<file path="config.mk">
export PLATFORM = sky130hd
export DESIGN_NAME = sr_decomp_flat
export DESIGN_NICKNAME = d
export VERILOG_FILES = /design/src/rtl/sr_decomp_if.sv /design/src/rtl/sr_decomp.sv /design/src/flat_wrapper.sv
export SDC_FILE = /design/constraint.sdc
export NUM_CORES = 1
export LEC_CHECK = 0
export BUFFER_PORTS_ARGS = -buffer_cell sky130_fd_sc_hd__buf_2
export CAP_MARGIN = 30
export CORE_MARGIN = 10
export CORE_UTILIZATION = 50
export CTS_CLUSTER_DIAMETER = 80
export CTS_CLUSTER_SIZE = 40
export DETAILED_ROUTE_END_ITERATION = 12
export PLACE_DENSITY = 0.77
export SKIP_LAST_GASP = 1
export SLEW_MARGIN = 20
export SYNTH_ARGS = -nofsm -noshare
export SYNTH_HDL_FRONTEND = slang
export SYNTH_SLANG_ARGS = --single-unit
</file>
<file path="constraint.sdc">
create_clock -name clk -period 4.06 [get_ports clk]
set_input_delay 0.203 -clock clk [delete_from_list [all_inputs] [get_ports clk]]
set_output_delay 0.203 -clock clk [all_outputs]
set_load 0.01 [all_outputs]
</file>
<file path="src/rtl/sr_decomp_if.sv">
// Handshake bundle for sr_decomp: header flag, payload word stream and reconstructed beat stream.
interface sr_decomp_if;
   logic        hdr_valid_i;
   logic        hdr_flag_i;
   logic        hdr_ready_o;
   logic [63:0] data_i;
   logic        valid_i;
   logic        ready_o;
   logic [63:0] data_o;
   logic        valid_o;
   logic        ready_i;
   logic        last_o;
   logic        err_o;

   modport master (
      output hdr_valid_i, hdr_flag_i, data_i, valid_i, ready_i,
      input  hdr_ready_o, ready_o, data_o, valid_o, last_o, err_o
   );

   modport slave (
      input  hdr_valid_i, hdr_flag_i, data_i, valid_i, ready_i,
      output hdr_ready_o, ready_o, data_o, valid_o, last_o, err_o
   );
endinterface

</file>
<file path="src/rtl/sr_decomp.sv">
// Sign-reduction block decoder: expands packed 32-bit beats to 4 x 16-bit lanes or passes raw blocks.
// Optional first-word marker check is enabled by the SR_DEC_CHK_EN macro.
module sr_decomp #(
   parameter int BLK_BEATS = 16
) (
   input logic        clk,
   input logic        rst,
   sr_decomp_if.slave bus
);
   localparam int CW = (BLK_BEATS > 2) ? $clog2(BLK_BEATS) : 1;
   localparam logic [CW-1:0] LAST_BEAT = CW'(BLK_BEATS - 1);

   typedef enum logic [1:0] {
      S_HDR = 2'd0,
      S_RAW = 2'd1,
      S_CMP = 2'd2
   } state_t;

   state_t        state;
   logic [CW-1:0] cnt;
   logic [31:0]   hold;
   logic          half_pend;
   logic [63:0]   data_q;
   logic          valid_q;
   logic          last_q;
   logic          out_free;
   logic          ready;
   logic          word_acc;
   logic          hdr_acc;

   function automatic logic [15:0] sext8(input logic [7:0] v);
      return {{8{v[7]}}, v};
   endfunction

   // Beat 0 of a compressed block carries a marker in bit 31, so lane3 is only 7 bits wide.
   function automatic logic [63:0] expand(input logic [31:0] b, input logic first);
      logic [15:0] l3;
      if (first) begin
         l3 = {{9{b[30]}}, b[30:24]};
      end else begin
         l3 = sext8(b[31:24]);
      end
      return {l3, sext8(b[23:16]), sext8(b[15:8]), sext8(b[7:0])};
   endfunction

   assign out_free = ~valid_q | bus.ready_i;
   assign word_acc = bus.valid_i & ready;
   assign hdr_acc  = bus.hdr_valid_i & (state == S_HDR);

   // Payload ready decode per state.
   always_comb begin
      ready = 1'b0;
      case (state)
         S_RAW:   ready = out_free;
         S_CMP:   ready = out_free & ~half_pend;
         default: ready = 1'b0;
      endcase
   end

   // Block FSM, beat counter, half-beat hold and output register.
   always_ff @(posedge clk) begin
      if (rst) begin
         state     <= S_HDR;
         cnt       <= {CW{1'b0}};
         hold      <= 32'd0;
         half_pend <= 1'b0;
         data_q    <= 64'd0;
         valid_q   <= 1'b0;
         last_q    <= 1'b0;
      end else begin
         if (valid_q && bus.ready_i) begin
            valid_q <= 1'b0;
            last_q  <= 1'b0;
         end
         case (state)
            S_HDR: begin
               if (hdr_acc) begin
                  state <= bus.hdr_flag_i ? S_RAW : S_CMP;
                  cnt   <= {CW{1'b0}};
               end
            end
            S_RAW: begin
               if (word_acc) begin
                  data_q  <= bus.data_i;
                  valid_q <= 1'b1;
                  last_q  <= (cnt == LAST_BEAT);
                  if (cnt == LAST_BEAT) begin
                     state <= S_HDR;
                     cnt   <= {CW{1'b0}};
                  end else begin
                     cnt <= cnt + CW'(1);
                  end
               end
            end
            S_CMP: begin
               if (half_pend) begin
                  if (out_free) begin
                     data_q    <= expand(hold, 1'b0);
                     valid_q   <= 1'b1;
                     last_q    <= (cnt == LAST_BEAT);
                     half_pend <= 1'b0;
                     if (cnt == LAST_BEAT) begin
                        state <= S_HDR;
                        cnt   <= {CW{1'b0}};
                     end else begin
                        cnt <= cnt + CW'(1);
                     end
                  end
               end else if (word_acc) begin
                  // High half is always an even beat, so it can never be the last one.
                  data_q    <= expand(bus.data_i[63:32], cnt == {CW{1'b0}});
                  valid_q   <= 1'b1;
                  last_q    <= 1'b0;
                  hold      <= bus.data_i[31:0];
                  half_pend <= 1'b1;
                  cnt       <= cnt + CW'(1);
               end
            end
            default: begin
               state     <= S_HDR;
               cnt       <= {CW{1'b0}};
               half_pend <= 1'b0;
            end
         endcase
      end
   end

   assign bus.hdr_ready_o = (state == S_HDR);
   assign bus.ready_o     = ready;
   assign bus.data_o      = data_q;
   assign bus.valid_o     = valid_q;
   assign bus.last_o      = last_q;

`ifdef SR_DEC_CHK_EN
   logic err_q;

   // Marker check: the first word of a compressed block must have bit 63 set.
   always_ff @(posedge clk) begin
      if (rst) begin
         err_q <= 1'b0;
      end else begin
         err_q <= word_acc & (state == S_CMP) & (cnt == {CW{1'b0}}) & ~bus.data_i[63];
      end
   end

   assign bus.err_o = err_q;
`else
   assign bus.err_o = 1'b0;
`endif
endmodule

</file>
<file path="src/flat_wrapper.sv">
// flat-port wrapper written by rule: the top's interface ports become plain ports
module sr_decomp_flat 
#(
   parameter int BLK_BEATS = 16
)
  (clk, rst, bus_hdr_valid_i, bus_hdr_flag_i, bus_data_i, bus_valid_i, bus_ready_i, bus_hdr_ready_o, bus_ready_o, bus_data_o, bus_valid_o, bus_last_o, bus_err_o);
  sr_decomp_if bus_i ();
  input logic clk;
  input logic rst;
  input wire logic [$bits(bus_i.hdr_valid_i)-1:0] bus_hdr_valid_i;
  input wire logic [$bits(bus_i.hdr_flag_i)-1:0] bus_hdr_flag_i;
  input wire logic [$bits(bus_i.data_i)-1:0] bus_data_i;
  input wire logic [$bits(bus_i.valid_i)-1:0] bus_valid_i;
  input wire logic [$bits(bus_i.ready_i)-1:0] bus_ready_i;
  output wire logic [$bits(bus_i.hdr_ready_o)-1:0] bus_hdr_ready_o;
  output wire logic [$bits(bus_i.ready_o)-1:0] bus_ready_o;
  output wire logic [$bits(bus_i.data_o)-1:0] bus_data_o;
  output wire logic [$bits(bus_i.valid_o)-1:0] bus_valid_o;
  output wire logic [$bits(bus_i.last_o)-1:0] bus_last_o;
  output wire logic [$bits(bus_i.err_o)-1:0] bus_err_o;
  assign bus_i.hdr_valid_i = bus_hdr_valid_i;
  assign bus_i.hdr_flag_i = bus_hdr_flag_i;
  assign bus_i.data_i = bus_data_i;
  assign bus_i.valid_i = bus_valid_i;
  assign bus_i.ready_i = bus_ready_i;
  assign bus_hdr_ready_o = bus_i.hdr_ready_o;
  assign bus_ready_o = bus_i.ready_o;
  assign bus_data_o = bus_i.data_o;
  assign bus_valid_o = bus_i.valid_o;
  assign bus_last_o = bus_i.last_o;
  assign bus_err_o = bus_i.err_o;
  sr_decomp #(.BLK_BEATS(BLK_BEATS)) u_core (.clk(clk), .rst(rst), .bus(bus_i));
endmodule
</file>
Yosys cells after proc, flatten, opt, wreduce, memory -nomap -nowiden
Index checks and enable logic that the tools add are counted.
{"block": "totals", "reg_bits": 105, "in_bits": 70, "output_inout_bits": 69, "word_cells": 68}
{"block": "classes", "add_sub_neg": 1, "eq_ne": 9, "n_mux": 36, "bitwise_logic": 6, "n_reduce_logical": 9}
{"operator": "$mux W64", "count": 4}
{"operator": "$pmux W64 S2", "count": 1}
{"operator": "$mux W4", "count": 6}
{"operator": "$mux W16", "count": 1}
{"operator": "$mux W1", "count": 12}
{"operator": "$mux W2", "count": 6}
{"operator": "$pmux W4 S3", "count": 1}
{"operator": "$reduce_and A4 Y1", "count": 3}
{"operator": "$ne A2 B1 Y1 const B", "count": 4}
{"operator": "$pmux W1 S2", "count": 4}
{"operator": "$pmux W2 S3", "count": 1}
{"operator": "$add A4 B1 Y4 const B", "count": 1}
{"operator": "$eq A4 B4 Y1 const B", "count": 1}
{"operator": "$logic_not A4 Y1", "count": 1}
{"operator": "$and A1 B1 Y1", "count": 3}
{"operator": "$ne A3 B1 Y1 const B", "count": 1}
{"operator": "$ne A3 B3 Y1 const B", "count": 1}
{"operator": "$reduce_and A3 Y1", "count": 1}
{"operator": "$eq A2 B1 Y1 const B", "count": 1}
{"operator": "$eq A2 B2 Y1 const B", "count": 1}
{"operator": "$logic_not A2 Y1", "count": 1}
{"operator": "$not A1 Y1", "count": 2}
{"operator": "$reduce_bool A2 Y1", "count": 1}
{"operator": "$reduce_or A2 Y1", "count": 1}
{"operator": "other kinds (2)", "count": 2}

Longest topological paths before layout
Gate-level depths: netlist (run 1).
{"block": "depth", "word_depth": 8, "ltp_mapped": 10, "ltp_nobuf": 7}

Worst setup path after synthesis (run 1)
OpenSTA, ideal clock, no wires.
{"block": "synth_timing", "kind": "flip-flop to flip-flop", "from": "register u_core.state[0]", "to": "register u_core.data_q[46], in the netlist u_core.bus.data_o[46]", "setup_time_ns": 0.133, "t_arrival_ns": 1.783, "t_required_ns": 3.927, "setup_slack_ns": 2.145, "path_stages_with_launch": 11, "n_path_buf": 3, "synth_period_minus_slack_ns": 1.915, "path_cell_list": "dfxtp_1 inv_1 ha_1 and2_1 and2_4 buf_6 o21a_4 buf_8 buf_12 o211ai_1 a21oi_1"}
{"block": "synth_via", "elab_chain_len": 5, "elab_cells_between_ends": 10, "classes_between": "5 x eq/ne; 2 x mux; 1 x bitwise; 2 x reduce/logical"}
{"element": "start: declaration", "line_no": "sr_decomp.sv:19", "source": "state_t state;"}
{"element": "start signal: assignment", "line_no": "sr_decomp.sv:78", "source": "state <= bus.hdr_flag_i ? S_RAW : S_CMP;"}
{"element": "$eq A2 B2 Y1 or $eq A2 B1 Y1 (tied branches)", "line_no": "sr_decomp.sv:53, sr_decomp.sv:75"}
{"element": "$pmux W1 S2", "line_no": "sr_decomp.sv:53", "source": "case (state)"}
{"element": "$and A1 B1 Y1", "line_no": "sr_decomp.sv:47", "source": "assign word_acc = bus.valid_i & ready;"}
{"element": "$ne A3 B1 Y1 (no source line) or $ne A2 B1 Y1 (tied branches)"}
{"element": "$reduce_and A4 Y1 (no source line)"}
{"element": "end signal: assignment", "line_no": "sr_decomp.sv:84", "source": "data_q <= bus.data_i;"}
{"element": "end signal: assignment", "line_no": "sr_decomp.sv:98", "source": "data_q <= expand(hold, 1'b0);"}
{"element": "end signal: assignment", "line_no": "sr_decomp.sv:111", "source": "data_q <= expand(bus.data_i[63:32], cnt == {CW{1'b0}});"}
{"element": "end: declaration", "line_no": "sr_decomp.sv:23", "source": "logic [63:0] data_q;"}
Several ways; a longest one is shown, not always the timed one.
A chain may end at the register's enable or synchronous reset.

Worst setup path in the final report (run 1)
{"block": "layout_timing", "from": "register u_core.state[0]", "to": "register u_core.data_q[59], in the netlist u_core.bus.data_o[59]"}
Same word-level chain as after synthesis.

==> out/results.ini, run 1 <==
[clock_tree]
htree_num_levels=3
cts-hold-fix-buffers=0
cts.reportedPaths.clkPinSlew_ns=0.10
cts-root-buf=clkbuf_8
tritoncts.num_buffers=9
clockBufferDepth=2
cts_tree=built
postCtsSetupRepairBufs=0
clock_latency_ns=0.37
post_cts_sizing_count=0
clock-sinks=105

[worst_setup_path]
cp_max_fo=47
startpoint_type=flop
crit_type=reg2reg
critical_path.endpoint_type=flop
worst-r2r-cell-count=8
cp-startpoint=u_core.state[0]
reg2reg_from=u_core.state[0]
worst_ep_arrival_time_ns=3.00
required_time_at_the_worst_slack_endpoint_ns=4.28

[routing]
dr_wl_met2_um=6717
first_iter_violations=391
drcViolationCount=0
route.vias.total=4488
detail_route.vias_per_cell=5.460
dr_wl_met3_um=812
wirelength_met1_um=6073
highest-signal-layer=met4
drt_pass1_iterations=4
routed_wirelength_um=13850
ant_nets=0
wl_per_cell_um=16.85

[floorplanning]
io_pins=139
die_y_um=118.6
dieArea_um2=14060
num_rows=35
initial_utilization_pct=51.84
die_width_um=118.6
fp.coreArea_um2=9371

[global_route]
grt.total_usage_pct=18.72
overflow=0
grt_antenna_before_repair=0
grt_start_max_net_pins=65
grt_pass1_vias=4353
grt_pass1_wl_um=22380

[synth]
synth_sequential_area_ratio_pct=43.27
yosys_reg_bits=105
synth.avg_cell_area_um2=8.333
yosys_warnings=0
synthesis.instances=583
yosysUniqueCellTypes=46
postSynthNetCount=658
syn-cell-area_um2=4858

[timing]
final-max-slew-violation-count=0
report.final.hold_viol_count=0
finClkSkew_ns=0.007998
unrepaired_setup_endpoints_after_global_routing=no
max_freq_ghz=0.3599
tightestPinTransition_ns=0.9217
period_share_pct=68.45
relSlewSlack_pct=38.32
final.setup.tns_ns=0
final_period_minus_worst_setup_slack_ns=2.779
timing.final.setup_violations=0

[placed_design]
place.port_buffers=137
place.detailed.hpwl_um=10150
placer_congestion=0.8892
placedCellCount=806

[run_status]
run_status=finished clean

[finish]
most-common-layout-cells=nand2_1, buf_2, dfxtp_1, a21oi_1, o211ai_1
finalCoreUtilization_pct=60.56
layout-drive-gt1-share_pct=26.55
layout.cells.most_common=nand2_1
area_overhead_vs_synth_pct=16.82
post_layout_nonfiller_instances=822
fin_nets=763
antenna_cells=0

[min_path]
hold_path_cell_cnt=3
hp-start=bus_data_i[4]
worstHoldPathType=in2reg

[power_and_ir_drop]
power_leakage_uw=0.002112
power.total_uw=2493
power_density_nw_per_um2=439.3
max_vdd_drop_mv=0.2610

[job]
max_cap_violation_count=0

-- report_power, final --
group | switching [uW] | internal, uW | total, uW
clock | 376 | 292 | 668
combinational | 457 | 238 | 695
sequential | 37.4 | 1090 | 1130
total | 870 | 1620 | 2490
-- cells in the mapped netlist (all sizes together) --
library cell | count | share of area [%]
a22oi | 2 | 0.31
nor2 | 17 | 1.6
inv | 8 | 0.62
a21oi | 91 | 9.6
a22o | 1 | 0.18
nand3 | 3 | 0.31
and2 | 2 | 0.31
o41ai | 1 | 0.18
nand2b | 4 | 0.51
a21o | 1 | 0.15
a211oi | 9 | 1.4
a31oi | 1 | 0.26
nor3 | 4 | 0.51
nand4b | 2 | 0.36
o211ai | 55 | 8.9
clkbuf | 23 | 1.8
ha | 5 | 1.3
o21a | 3 | 0.62
a21boi | 2 | 0.31
mux2i | 32 | 6.6
conb | 1 | 0.077
dfxtp | 105 | 43
mux2 | 3 | 0.70
buf | 26 | 4.8
nand2 | 168 | 13
nor2b | 3 | 0.44
a221oi | 2 | 0.36
o2111ai | 1 | 0.31
a21bo | 1 | 0.21
o21ai | 5 | 0.75
nor3b | 1 | 0.15
or3b | 1 | 0.18
-- area by class of cell --
| cell class | count | area, um^2 |
|---|---|---|
| clock buffer | 9 | 123.9 |
| clock inverter | 7 | 78.83 |
| fill | 882 | 3696 |
| inverter | 8 | 30.03 |
| multi-input combinational | 421 | 2425 |
| sequential | 105 | 2103 |
| tap | 129 | 161.4 |
| timing repair buffer | 143 | 753.2 |
-- through the flow --
step	setup WS (ns)	hold WS [ns]	area, um^2
floorplan	2.145	0.3390	4858
global placement	1.455	0.4377	5438
detailed placement	1.310	0.4423	5473
CTS	1.298	0.06234	5675
global route	1.076	0.07181	5675
finish	1.281	0.07417	5675
-- layer usage --
layer | global-route usage [%] | vias to the layer above
met5 | 0 | -
met4 | 5.649 | 0
met2 | 30.77 | 151
met3 | 4.664 | 21
met1 | 23.56 | 2096
li1 | - | 2220
-- kinds of logic after synthesis --
kind of cell               Yosys count  share of synthesized area [%]
AOI/OAI and AO/OA                  175                          23.54
adders and majority gates            5                          1.288
buffers and inverters               57                          7.211
DFF                                105                          43.27
muxes                               35                          7.288
other                                1                        0.07719
and+or+nand+nor                    205                          17.33
-- worst max-delay path, cell delays in order (launching register included) --
cell and delay, ns:
dfxtp_1 0.33, inv_1 0.15, ha_4 0.45, buf_4 0.51, nand2_1 0.14, nor3_1 0.25
a221oi_1 0.09, nor2_1 0.51, a211oi_1 0.18
-- sequential cells by signal, summed over array words and instances, names as in the netlist --
| name | count |
|---|---|
| u_core.bus.data_o | 64 |
| u_core.hold | 32 |
| u_core.cnt | 4 |
| u_core.state | 2 |
| u_core.bus.last_o | 1 |
| u_core.bus.valid_o | 1 |
| u_core.half_pend | 1 |
-- worst paths after layout --
kind	end	slack (ns)
hold / removal	u_core.hold[4]	0.07
setup reg to reg	u_core.bus.data_o[59]	1.28
setup / recovery	u_core.bus.data_o[59]	1.28
hold reg to reg	u_core.bus.data_o[7]	0.46
(Power assumes the default switching activity.)
==> run 2: changes to the inputs <==
clock period = 2.8 ns   (was 4.06 ns; I/O delays follow)
==> out/results.ini, run 2 (synthesis gave the netlist of run 1 again) <==
[worst_setup_path]
required_time_at_the_worst_slack_endpoint_ns=3.11
startpoint_type=flop
critical_path.endpoint_type=flop
crit_type=reg2reg
worst_ep_arrival_time_ns=2.57
cp_max_fo=8

[power_and_ir_drop]
power_density_nw_per_um2=621.2
max_vdd_drop_mv=0.3101
power_leakage_uw=0.002120

[clock_tree]
clockBufferDepth=2
cts_tree=built
postCtsSetupRepairBufs=0
cts-root-buf=clkbuf_8
post_cts_sizing_count=0
htree_num_levels=3
cts-hold-fix-buffers=0
cts.reportedPaths.clkPinSlew_ns=0.10
tritoncts.num_buffers=9
clock_latency_ns=0.37
clock-sinks=105

[floorplanning]
num_rows=35
dieArea_um2=14060
io_pins=139
initial_utilization_pct=51.84
fp.coreArea_um2=9371
die_width_um=118.6
die_y_um=118.6

[routing]
drcViolationCount=0
detail_route.vias_per_cell=5.453
first_iter_violations=304
route.vias.total=4504
wl_per_cell_um=16.73
ant_nets=0
routed_wirelength_um=13820
drt_pass1_iterations=5

[global_route]
grt_start_max_net_pins=71
grt_antenna_before_repair=1
grt_pass1_wl_um=22440
overflow=0
grt_pass1_vias=4436
grt.total_usage_pct=18.80

[finish]
finalCoreUtilization_pct=60.73
max_ffs_per_register=64
layout-drive-gt1-share_pct=26.72
fill_cells=858
area_overhead_vs_synth_pct=17.15
most-common-layout-cells=nand2_1, buf_2, dfxtp_1, a21oi_1, o211ai_1
fin_nets=767
area_of_all_placed_cells_without_fillers_um2=5692
layout.cells.most_common=nand2_1

[placed_design]
placer_congestion=0.8344
dp_slack_ns=0.5928
placedInstanceArea_um2=5500
place.detailed.hpwl_um=10010
place.port_buffers=137

[timing]
tightestPinTransition_ns=0.7354
final_period_minus_worst_setup_slack_ns=2.259
max_freq_ghz=0.4427
final-max-slew-violation-count=0
period_share_pct=80.67
relSlewSlack_pct=50.97
timing.final.setup_violations=0
final.setup.tns_ns=0
pnr_worst_setup_slack_ns=0.5411
report.final.hold_viol_count=0
finClkSkew_ns=0.01093
unrepaired_setup_endpoints_after_global_routing=no
whs_ns=0.01502

[min_path]
worstHoldPathType=in2reg

[run_status]
run_status=finished clean

[job]
max_cap_violation_count=0

==> run 2: path summary, 6_finish.rpt <==
check / end / depth (start not counted) / slack [ns] / startpoint
hold reg to reg: u_core.bus.data_o[1] / 2 / 0.45 / u_core.bus.data_o[1]
setup / recovery: u_core.cnt[0] / 7 / 0.54 / u_core.state[1]
setup reg to reg: u_core.cnt[0] / 7 / 0.54 / u_core.state[1]
hold / removal: u_core.hold[4] / 3 / 0.02 / bus_data_i[4]
==> run 2: through the flow <==
step                      cells  power, uW
after floorplan             583       2409
after global placement      809       2646
after detailed placement    809       2679
after CTS                   824       3537
after global routing        826       3727
final                       826       3535
==> run 2: layout make-up <==
type	instances	area, um^2	area share, %
Antenna cell	1	2.502	0.04397
Tap cell	129	161.4	2.836
Clock inverter	5	41.29	0.7254
Multi-Input combinational cell	421	2425	42.60
Timing Repair Buffer	147	790.8	13.89
Inverter	8	30.03	0.5276
Clock buffer	10	137.6	2.418
Sequential cell	105	2103	36.95
==> run 2: report_power, final <==
part	internal [uW]	leakage, uW	total, uW	switching, uW
combinational	357	0.00119	1020	660
sequential	1580	0.000847	1640	53.3
clock	350	0.0000850	881	531
==> run 2: critical path: stages, from the launching register on <==
cell and delay (ns):
dfxtp_1 0.41, inv_1 0.09, ha_1 0.29, nor2b_2 0.33, a21oi_1 0.14, a21boi_1 0.45
mux2_2 0.40, nor2_1 0.08
==> run 2: metal layers <==
layer	up-vias	global-route usage (%)	routed length [um]
li1	2234	-	-
met1	2106	23.67	6021
met2	154	30.57	6717
met3	10	5.283	930
met4	0	5.496	152
met5	-	0	0
